--- config.mk ---
export PLATFORM = sky130hd
export DESIGN_NAME = ccu_snoop_responder
export DESIGN_NICKNAME = d
export VERILOG_FILES = /design/src/rtl/ccu_snoop_responder_pkg.sv /design/src/rtl/ccu_snoop_responder_cd_serializer.sv /design/src/rtl/ccu_snoop_responder.sv
export SDC_FILE = /design/constraint.sdc
export NUM_CORES = 1
export LEC_CHECK = 0
export ABC_AREA = 1
export ABC_CLOCK_PERIOD_IN_PS = 1900
export CAP_MARGIN = 20
export CORE_AREA = 2 2 285 287
export DETAILED_ROUTE_END_ITERATION = 16
export DIE_AREA = 0 0 287 289
export GPL_ROUTABILITY_DRIVEN = 0
export GPL_TIMING_DRIVEN = 1
export SYNTH_ARGS = -nofsm -noshare
export SYNTH_HDL_FRONTEND = slang
export SYNTH_HIERARCHICAL = 1
export SYNTH_SLANG_ARGS = --single-unit
--- constraint.sdc ---
create_clock -name clk_i -period 1.9 [get_ports clk_i]
set_clock_uncertainty 0.15 [all_clocks]
set_input_delay 0.285 -clock clk_i [delete_from_list [all_inputs] [get_ports clk_i]]
set_output_delay 0.285 -clock clk_i [all_outputs]
set_load 0.02 [all_outputs]
--- src/rtl/ccu_snoop_responder_pkg.sv ---
// Shared types for the snoop responder: AC/CR/CD bundles, CR response
// layout, state-update opcode and the snoop decode table.
package ccu_snoop_responder_pkg;

  localparam int unsigned SNOOP_ADDR_W = 64;
  localparam int unsigned SNOOP_DATA_W = 64;

  // ACE AC snoop opcodes handled by this responder
  localparam logic [3:0] SNOOP_READ_ONCE        = 4'h0;
  localparam logic [3:0] SNOOP_READ_SHARED      = 4'h1;
  localparam logic [3:0] SNOOP_READ_CLEAN       = 4'h2;
  localparam logic [3:0] SNOOP_READ_NSD         = 4'h3;
  localparam logic [3:0] SNOOP_CLEAN_SHARED     = 4'h8;
  localparam logic [3:0] SNOOP_CLEAN_INVALID    = 4'h9;
  localparam logic [3:0] SNOOP_MAKE_INVALID     = 4'hD;

  typedef enum logic {
    UPD_INVALIDATE        = 1'b0,
    UPD_MAKE_SHARED_CLEAN = 1'b1
  } snoop_upd_op_e;

  // Bit order matches ACE CRRESP[4:0]
  typedef struct packed {
    logic was_unique;
    logic is_shared;
    logic pass_dirty;
    logic error;
    logic data_transfer;
  } cr_resp_t;

  typedef struct packed {
    logic [SNOOP_DATA_W-1:0] data;
    logic                    last;
  } cd_t;

  typedef struct packed {
    logic                    ac_valid;
    logic [SNOOP_ADDR_W-1:0] ac_addr;
    logic [3:0]              ac_snoop;
    logic                    cr_ready;
    logic                    cd_ready;
  } snoop_req_t;

  typedef struct packed {
    logic     ac_ready;
    logic     cr_valid;
    cr_resp_t cr_resp;
    logic     cd_valid;
    cd_t      cd;
  } snoop_resp_t;

  typedef struct packed {
    cr_resp_t      resp;
    logic          upd;
    snoop_upd_op_e op;
  } snoop_decision_t;

  function automatic logic snoop_supported(input logic [3:0] op);
    return (op == SNOOP_READ_ONCE)     || (op == SNOOP_READ_SHARED)   ||
           (op == SNOOP_READ_CLEAN)    || (op == SNOOP_READ_NSD)      ||
           (op == SNOOP_CLEAN_SHARED)  || (op == SNOOP_CLEAN_INVALID) ||
           (op == SNOOP_MAKE_INVALID);
  endfunction

  // Response and required state change for a supported opcode
  function automatic snoop_decision_t snoop_decode(input logic [3:0] op,
                                                   input logic hit,
                                                   input logic dirty,
                                                   input logic shared);
    snoop_decision_t d;
    d = '0;
    if (hit) begin
      d.resp.was_unique = !shared;
      case (op)
        SNOOP_READ_ONCE: begin
          d.resp.data_transfer = 1'b1;
          d.resp.is_shared     = 1'b1;
        end
        SNOOP_READ_SHARED, SNOOP_READ_CLEAN, SNOOP_READ_NSD: begin
          d.resp.data_transfer = 1'b1;
          d.resp.is_shared     = 1'b1;
          d.resp.pass_dirty    = dirty;
          d.upd                = 1'b1;
          d.op                 = UPD_MAKE_SHARED_CLEAN;
        end
        SNOOP_CLEAN_SHARED: begin
          d.resp.data_transfer = dirty;
          d.resp.is_shared     = 1'b1;
          d.resp.pass_dirty    = dirty;
          d.upd                = dirty;
          d.op                 = UPD_MAKE_SHARED_CLEAN;
        end
        SNOOP_CLEAN_INVALID: begin
          d.resp.data_transfer = dirty;
          d.resp.pass_dirty    = dirty;
          d.upd                = 1'b1;
          d.op                 = UPD_INVALIDATE;
        end
        SNOOP_MAKE_INVALID: begin
          d.upd = 1'b1;
          d.op  = UPD_INVALIDATE;
        end
        default: d = '0;
      endcase
    end
    return d;
  endfunction

endpackage

--- src/rtl/ccu_snoop_responder_cd_serializer.sv ---
// Holds the looked-up cache line and streams it onto CD one word per
// handshake, least-significant word first.
module ccu_snoop_responder_cd_serializer
  import ccu_snoop_responder_pkg::*;
#(
  parameter int unsigned DcacheLineWidth = 512,
  parameter int unsigned AxiDataWidth    = SNOOP_DATA_W
) (
  input  logic                       clk_i,
  input  logic                       rst_i,
  input  logic                       load_i,
  input  logic [DcacheLineWidth-1:0] line_i,
  input  logic                       start_i,
  input  logic                       cd_ready_i,
  output logic                       cd_valid_o,
  output logic [AxiDataWidth-1:0]    cd_data_o,
  output logic                       cd_last_o,
  output logic                       done_o
);

  localparam int unsigned Words = DcacheLineWidth / AxiDataWidth;
  localparam int unsigned CntW  = (Words > 1) ? $clog2(Words) : 1;
  localparam logic [CntW-1:0] LastIdx = CntW'(Words - 1);

  logic [Words-1:0][AxiDataWidth-1:0] line_q;
  logic [CntW-1:0]                    cnt_q;
  logic                               valid_q;
  logic                               last;

  assign last       = (cnt_q == LastIdx);
  assign cd_valid_o = valid_q;
  assign cd_data_o  = line_q[cnt_q];
  assign cd_last_o  = last;
  assign done_o     = valid_q && cd_ready_i && last;

  // Line capture, burst start and beat advance on every CD handshake
  always_ff @(posedge clk_i) begin
    if (rst_i) begin
      line_q  <= '0;
      cnt_q   <= '0;
      valid_q <= 1'b0;
    end else begin
      if (load_i) line_q <= line_i;
      if (start_i) begin
        valid_q <= 1'b1;
        cnt_q   <= '0;
      end else if (valid_q && cd_ready_i) begin
        if (last) begin
          valid_q <= 1'b0;
          cnt_q   <= '0;
        end else begin
          cnt_q <= cnt_q + CntW'(1);
        end
      end
    end
  end

endmodule

--- src/rtl/ccu_snoop_responder.sv ---
// Snoop responder: accepts one AC snoop, looks the line up in the private
// dcache, applies the coherence update, answers on CR and streams data on CD.
module ccu_snoop_responder
  import ccu_snoop_responder_pkg::*;
#(
  parameter int unsigned DcacheLineWidth = 512,
  parameter int unsigned AxiDataWidth    = SNOOP_DATA_W,
  parameter int unsigned AddrWidth       = SNOOP_ADDR_W
) (
  input  logic                       clk_i,
  input  logic                       rst_i,
  input  snoop_req_t                 snoop_req_i,
  output snoop_resp_t                snoop_resp_o,
  output logic                       lookup_req_o,
  output logic [AddrWidth-1:0]       lookup_addr_o,
  input  logic                       lookup_gnt_i,
  input  logic                       lookup_valid_i,
  input  logic                       lookup_hit_i,
  input  logic                       lookup_dirty_i,
  input  logic                       lookup_shared_i,
  input  logic [DcacheLineWidth-1:0] lookup_data_i,
  output logic                       upd_valid_o,
  output snoop_upd_op_e              upd_op_o,
  input  logic                       upd_ready_i
);

  localparam logic [2:0] S_IDLE        = 3'd0;
  localparam logic [2:0] S_LOOKUP      = 3'd1;
  localparam logic [2:0] S_WAIT_LOOKUP = 3'd2;
  localparam logic [2:0] S_UPDATE      = 3'd3;
  localparam logic [2:0] S_SEND_CR     = 3'd4;
  localparam logic [2:0] S_SEND_CD     = 3'd5;

  localparam int unsigned LineBytes = DcacheLineWidth / 8;
  localparam logic [AddrWidth-1:0] OffMask = AddrWidth'(LineBytes - 1);

  logic [2:0]           state_q, state_d;
  logic [AddrWidth-1:0] addr_q, addr_d;
  logic [3:0]           snoop_q, snoop_d;
  cr_resp_t             resp_q, resp_d;
  snoop_upd_op_e        upd_op_q, upd_op_d;
  snoop_decision_t      dec;

  logic                    ser_load, ser_start, ser_valid, ser_last, ser_done;
  logic [AxiDataWidth-1:0] ser_data;

  assign dec       = snoop_decode(snoop_q, lookup_hit_i, lookup_dirty_i, lookup_shared_i);
  assign ser_load  = (state_q == S_WAIT_LOOKUP) && lookup_valid_i;
  assign ser_start = (state_q == S_SEND_CR) && snoop_req_i.cr_ready && resp_q.data_transfer;

  // Next-state and latched snoop context
  always_comb begin
    state_d  = state_q;
    addr_d   = addr_q;
    snoop_d  = snoop_q;
    resp_d   = resp_q;
    upd_op_d = upd_op_q;
    case (state_q)
      S_IDLE: begin
        if (snoop_req_i.ac_valid) begin
          addr_d  = snoop_req_i.ac_addr[AddrWidth-1:0];
          snoop_d = snoop_req_i.ac_snoop;
          if (snoop_supported(snoop_req_i.ac_snoop)) begin
            state_d = S_LOOKUP;
          end else begin
            resp_d       = '0;
            resp_d.error = 1'b1;
            state_d      = S_SEND_CR;
          end
        end
      end
      S_LOOKUP: if (lookup_gnt_i) state_d = S_WAIT_LOOKUP;
      S_WAIT_LOOKUP: begin
        if (lookup_valid_i) begin
          resp_d   = dec.resp;
          upd_op_d = dec.op;
          state_d  = dec.upd ? S_UPDATE : S_SEND_CR;
        end
      end
      S_UPDATE: if (upd_ready_i) state_d = S_SEND_CR;
      S_SEND_CR: begin
        if (snoop_req_i.cr_ready) state_d = resp_q.data_transfer ? S_SEND_CD : S_IDLE;
      end
      S_SEND_CD: if (ser_done) state_d = S_IDLE;
      default: state_d = S_IDLE;
    endcase
  end

  // State and context registers
  always_ff @(posedge clk_i) begin
    if (rst_i) begin
      state_q  <= S_IDLE;
      addr_q   <= '0;
      snoop_q  <= '0;
      resp_q   <= '0;
      upd_op_q <= UPD_INVALIDATE;
    end else begin
      state_q  <= state_d;
      addr_q   <= addr_d;
      snoop_q  <= snoop_d;
      resp_q   <= resp_d;
      upd_op_q <= upd_op_d;
    end
  end

  ccu_snoop_responder_cd_serializer #(
    .DcacheLineWidth (DcacheLineWidth),
    .AxiDataWidth    (AxiDataWidth)
  ) i_cd_ser (
    .clk_i      (clk_i),
    .rst_i      (rst_i),
    .load_i     (ser_load),
    .line_i     (lookup_data_i),
    .start_i    (ser_start),
    .cd_ready_i (snoop_req_i.cd_ready),
    .cd_valid_o (ser_valid),
    .cd_data_o  (ser_data),
    .cd_last_o  (ser_last),
    .done_o     (ser_done)
  );

  // Outputs decoded from state; everything forced low while reset is held
  always_comb begin
    snoop_resp_o  = '0;
    lookup_req_o  = 1'b0;
    lookup_addr_o = '0;
    upd_valid_o   = 1'b0;
    upd_op_o      = UPD_INVALIDATE;
    if (!rst_i) begin
      snoop_resp_o.ac_ready = (state_q == S_IDLE);
      snoop_resp_o.cr_valid = (state_q == S_SEND_CR);
      if (state_q == S_SEND_CR) snoop_resp_o.cr_resp = resp_q;
      snoop_resp_o.cd_valid = ser_valid;
      if (ser_valid) begin
        snoop_resp_o.cd.data = ser_data;
        snoop_resp_o.cd.last = ser_last;
      end
      lookup_req_o  = (state_q == S_LOOKUP);
      lookup_addr_o = addr_q & ~OffMask;
      upd_valid_o   = (state_q == S_UPDATE);
      upd_op_o      = upd_op_q;
    end
  end

endmodule

==> flow_summary.json, run 1 <==
{
  "post-route-period-util_pct": 145,
  "rows": 104,
  "dr.first_iter.drc_count": 2283,
  "hold_path.class": "in -> reg",
  "vias_per_cell": 4.81,
  "p_switching_uw": 11400,
  "vias": 30000,
  "wire_per_inst_um": 18.5,
  "startpoint": "i_cd_ser/cnt_q[0]$_SDFFE_PP0N_",
  "start_kind": "flop",
  "grt.total_usage_pct": 26.4,
  "clock_sinks": 587,
  "wirelength_mm": 116,
  "clock_latency_ns": 0.61,
  "cts-buffers-inserted": 71,
  "setup-violations-final": 120,
  "ios": 731,
  "drv_cap": 0,
  "place_hpwl_mm": 84.8,
  "violations": "negative setup slack",
  "final_cell_area_um2": 43000,
  "critPathMaxFanout": 6,
  "route.detailed.drc": 0,
  "cts_tree": "done",
  "ir_worst_vdd_uv": 579,
  "min_from": "rst_i",
  "yosysTopAreaCell": "dfxtp_1",
  "die_height_um": 289,
  "grt_max_degree": 91,
  "tightestPinTransition_ns": 0.595,
  "antenna_found_initial": 19,
  "final_common_cell": "nand2_1",
  "grt_pass1_vias": 27600,
  "slew_violations": 0,
  "fin_total_pwr_uw": 38300,
  "async_flop_share_pct": 0,
  "path_clk_slew_ns": 0.06,
  "rsz0062_at_grt": "yes",
  "p_sw_share_pct": 29.8,
  "crit_type": "reg -> out",
  "internal_power_uw": 26900,
  "core-area_um2": 79900,
  "fmax_mhz": 362,
  "htree_levels": 3,
  "layout-drive-gt1-share_pct": 19.5,
  "worstReg2RegStart": "i_cd_ser/cnt_q[0]$_SDFFE_PP0N_",
  "grt_overflow": 0,
  "cp.required_ns": 1.46,
  "drt-pass1-iter-count": 8,
  "cp-end-kind": "primary output",
  "ys_seq_area_share_pct": 43.1,
  "synth_area_leaders": "dfxtp_1 43%, nand2_1 13%, a21oi_1 11%",
  "die_w_um": 287,
  "utilization_pct": 53.8,
  "ctsRootBufferMaster": "clkbuf_16",
  "dpl-instance-area_um2": 38900,
  "synth_cells": 4045,
  "synth_cell_type_count": 29,
  "cp_cell_sequence": "buf_12 > buf_12 > buf_12 > buf_8 > buf_6 > nand2_2 > nand3_2 > nand2_2 > nand2_2 > nand2_1 > nand2_1 > nor2_1 > buf_4",
  "path_buf_inv": 6,
  "syn_area_per_cell_um2": 6.74,
  "syn_to_final_growth_pct": 57.5,
  "cts_buffer_depth": 3,
  "cp_data_arrival_time_ns": 2.33,
  "yosysWarnings": 6,
  "ys_seq_elements": 587,
  "start_util_pct": 34.1,
  "dieArea_um2": 82900,
  "status": "finished, violations left",
  "max_slew_margin_pct": 60.4,
  "path_delay_family": "buffers and inverters",
  "r2r_slack_ns": -0.28,
  "synthesis.area_um2": 27300,
  "p_seq_share_pct": 37.6,
  "dp_slack_ns": -0.628,
  "max_stage_delay_ns": 0.35,
  "p_leak_uw": 0.0191,
  "hold_viol_final": 0,
  "min_period_ns": 2.76,
  "synth_top_area_share_pct": 43.1,
  "p_per_area_nw_per_um2": 891,
  "crit_path_top_delay_cell": "dfxtp_4",
  "grt_first_pass_wirelength_mm": 167,
  "finalNetCount": 5701,
  "port_buffers": 718,
  "final_cell_mix": "807 x nand2_1, 593 x inv_1, 588 x clkdlybuf4s50_1",
  "synth-edff-count": 0,
  "comb_power_share_pct": 25.9,
  "drt.antenna.violating_nets": 0,
  "fin_ws_ns": -0.864,
  "synthFlopType": "dfxtp_1",
  "clkPwrFrac_pct": 36.6
}
==> per-stage QoR <==
| stage | hold slack, ns | TNS, ns | instances |
|---|---|---|---|
| after CTS | 0.00289 | -78.48 | 6214 |
| final | 0.0406 | -53.23 | 6238 |
| after global routing | 0.0339 | -82.35 | 6238 |
| after global placement | 0.289 | -76.51 | 6065 |
| after detailed placement | 0.294 | -80.15 | 6065 |
| after floorplan | 0.204 | 0 | 4050 |
==> layout make-up <==
type	instances	area [um2]
Multi-Input combinational cell	2544	12200
Sequential cell	587	11800
Antenna cell	19	47.5
Clock inverter	23	308
Fill cell	7735	36900
Tap cell	1060	1330
Clock buffer	101	2090
Timing Repair Buffer	1300	12900
Timing Repair inverter	1	11.3
Inverter	603	2300
==> registers in the layout, summed over array words and instances, names as in the netlist <==
register and count:
addr_q 58, i_cd_ser/line_q 512, i_cd_ser/cd_valid_o 1, snoop_q 4, upd_op_q 1, resp_q 5
i_cd_ser/cnt_q 3, state_q 3
==> cell usage after synthesis, types with 5 or more instances <==
cell,n
a21oi_1,586
buf_1,5
nor2_1,145
clkbuf_1,102
o21ai_1,21
inv_2,5
inv_1,596
o21ai_0,557
dfxtp_1,587
buf_6,38
nand3_1,268
nand2_1,945
buf_2,106
buf_4,64
==> worst reg2reg max path: cells and delay by family (launching register included) <==
family                     cells  cell delay, ns
AOI/OAI and AO/OA              1            0.12
buffers and inverters          5            0.60
and+or+nand+nor                6            0.62
DFF                            1            0.36
adders and majority gates      2            0.28
==> logic make-up after synthesis <==
logic type	share of synthesized area (%)
adder cells (fa/ha/maj)	0.0918
other	0.0138
flip-flops	43.1
AND/OR/NAND/NOR	20.2
buffers and inverters	15.1
AO/OA/AOI/OAI	21.5
==> path summary, 6_finish.rpt <==
kind / to / depth (start not counted)
max: snoop_resp_o[40] / 13
min: snoop_q[0]$_SDFFE_PP0P_ / 3
max reg2reg: state_q[0]$_SDFFE_PP0P_ / 14
min reg2reg: addr_q[61]$_SDFFE_PP0P_ / 2
==> routing by layer <==
metal  global-route usage [%]  wire, um
met5                        0        13
met4                     9.19      3550
met3                     3.95      8190
met2                     40.7     51200
met1                     37.4     52600
==> what timing repair did <==
item	CTS	global route
hold buffers	2	0
pin swaps	39	70
gates resized for setup	518	177
buffers inserted	10	2
setup endpoints to repair	316	592
endpoints found under the hold margin	4	0
cloned	13	4
==> power by group through the flow <==
stage / combinational [uW] / clock [uW] / sequential (uW)
after floorplan: 5040 / 0 / 14600
after global placement: 9410 / 0 / 14600
after detailed placement: 9480 / 0 / 14700
after CTS: 9740 / 14200 / 14400
after global routing: 10900 / 14700 / 14500
final: 9900 / 14000 / 14400
No activity file was read; power rests on OpenSTA's default activity.
==> run 2: changes to the inputs <==
SKIP_LAST_GASP = 1   (was not set)
==> run 2 against run 1 <==
Via count hardly changed; worst hold slack gained 0.0074 ns; the flow still finishes with violations (negative setup slack); sequential power about the same; non-clock buffer count increased by 3; clock power barely moved; sequential share of layout area is 0.16 points higher; global-route usage down 0.050 points; largest power group unchanged.
==> flow_summary.json, run 2 (synthesis results as in run 1) <==
{
  "status": "finished, violations left",
  "violations": "negative setup slack",
  "hold_viol_final": 0,
  "final_common_cell": "nand2_1",
  "grt_max_degree": 91,
  "cts-buffers-inserted": 71,
  "fin_ws_ns": -0.867,
  "ios": 731,
  "slew_violations": 0,
  "antenna_found_initial": 24,
  "regMostFlops": "i_cd_ser/line_q",
  "grt_overflow": 0,
  "tightestPinTransition_ns": 0.594,
  "final_cell_area_um2": 42700,
  "max_slew_margin_pct": 60.4,
  "route.detailed.drc": 0,
  "wire_per_inst_um": 18.5,
  "vias_per_cell": 4.80,
  "syn_to_final_growth_pct": 56.6,
  "setup-violations-final": 423,
  "clock_sinks": 587,
  "dp_slack_ns": -0.628,
  "dieArea_um2": 82900,
  "die_w_um": 287,
  "min_period_ns": 2.77,
  "hold_path.class": "in -> reg",
  "path_buf_inv": 6,
  "largest_reg_flops": 512,
  "utilization_pct": 53.4,
  "die_height_um": 289,
  "cp_data_arrival_time_ns": 2.33,
  "grt.total_usage_pct": 26.3,
  "crit_type": "reg -> out",
  "fmax_mhz": 361,
  "cts_tree": "done",
  "place_hpwl_mm": 84.8,
  "drt.antenna.violating_nets": 0,
  "cp-end-kind": "primary output",
  "layout-drive-gt1-share_pct": 18.5,
  "ir_worst_vdd_uv": 621,
  "post-route-period-util_pct": 146,
  "port_buffers": 718,
  "crit_path_top_delay_cell": "dfxtp_4",
  "drv_cap": 0,
  "start_util_pct": 34.1,
  "htree_levels": 3,
  "timing.setup.tns_ns": -90.23,
  "cp.required_ns": 1.46,
  "grt_first_pass_wirelength_mm": 167,
  "final_cell_mix": "832 x nand2_1, 650 x clkdlybuf4s50_1, 593 x inv_1",
  "wirelength_mm": 115,
  "cp_cell_sequence": "buf_12 > buf_12 > buf_12 > buf_8 > buf_6 > nand2_2 > nand3_2 > nand2_2 > nand2_2 > nand2_1 > nand2_1 > nor2_1 > buf_4",
  "dr.first_iter.drc_count": 2239,
  "clock_latency_ns": 0.61,
  "rows": 104,
  "reg_top3": "i_cd_ser/line_q x512, addr_q x58, resp_q x5",
  "start_kind": "flop",
  "dpl-instance-area_um2": 38900,
  "p_leak_uw": 0.0183,
  "path_delay_family": "buffers and inverters",
  "grt_pass1_vias": 27500,
  "finalNetCount": 5704,
  "vias": 30000,
  "ctsRootBufferMaster": "clkbuf_16",
  "cts_buffer_depth": 3,
  "final_cells": 6245,
  "drt-pass1-iter-count": 5,
  "max_stage_delay_ns": 0.35,
  "p_per_area_nw_per_um2": 899,
  "dp.cells": 6065,
  "rsz0062_at_grt": "yes",
  "critPathMaxFanout": 6,
  "core-area_um2": 79900,
  "path_clk_slew_ns": 0.06
}
run 2: changes by cell type in the layout (fill, tap and decap cells not counted), moves of 11 or more:
cell,previous run,this run
dlymetal6s2s_1,47,0
nand2_1,807,832
buf_4,528,540
buf_6,30,19
nand2_2,119,95
clkdlybuf4s50_1,588,650
run 2: metal layers:
metal	track usage (%)	up-vias	part of all wire (%)
li1	-	15000	-
met1	37.3	13800	45
met2	40.5	1011	45
met3	3.94	164	7.2
met4	9.36	2	3.0
met5	0	-	0.011
run 2: final cells by class:
type / instances / area [um2]
Sequential cell: 587 / 11800
Multi-Input combinational cell: 2544 / 12100
Clock buffer: 101 / 2090
Antenna cell: 23 / 57.6
Clock inverter: 23 / 308
Tap cell: 1060 / 1330
Fill cell: 7740 / 37200
Timing Repair Buffer: 1303 / 12800
Inverter: 603 / 2300
Timing Repair inverter: 1 / 11.3
run 2: where the power goes:
part | switching (uW) | internal [uW] | total, uW
clock | 5610 | 8380 | 14000
sequential | 441 | 14000 | 14400
combinational | 5380 | 4610 | 9990
run 2: worst min-delay path: cells and delay by family:
| kind | cells | cell delay [ns] |
|---|---|---|
| buf+inv | 2 | 0.40 |
| compound gates | 1 | 0.06 |
run 2: final timing paths:
check	start	end	cells past startpoint	slack [ns]
setup / recovery	i_cd_ser/cnt_q[0]$_SDFFE_PP0N_	snoop_resp_o[40]	13	-0.87
hold / removal	rst_i	snoop_q[2]$_SDFFE_PP0P_	3	0.05
setup reg to reg	i_cd_ser/cnt_q[0]$_SDFFE_PP0N_	state_q[1]$_SDFFE_PP0P_	13	-0.30
hold reg to reg	addr_q[61]$_SDFFE_PP0P_	addr_q[61]$_SDFFE_PP0P_	2	0.30
run 2: through the flow:
step	hold slack, ns	power, uW
CTS	0.00289	38400
global route	0.0335	40300
detailed placement	0.294	24100
finish	0.0480	38400
global placement	0.289	24000
floorplan	0.204	19600
run 2: what timing repair did:
item,CTS,global route
setup buffers,10,3
pin swaps,31,67
setup endpoints to repair,316,597
endpoints found under the hold margin,4,0
cloned,13,6
gates resized for setup,400,121
hold buffers,2,0
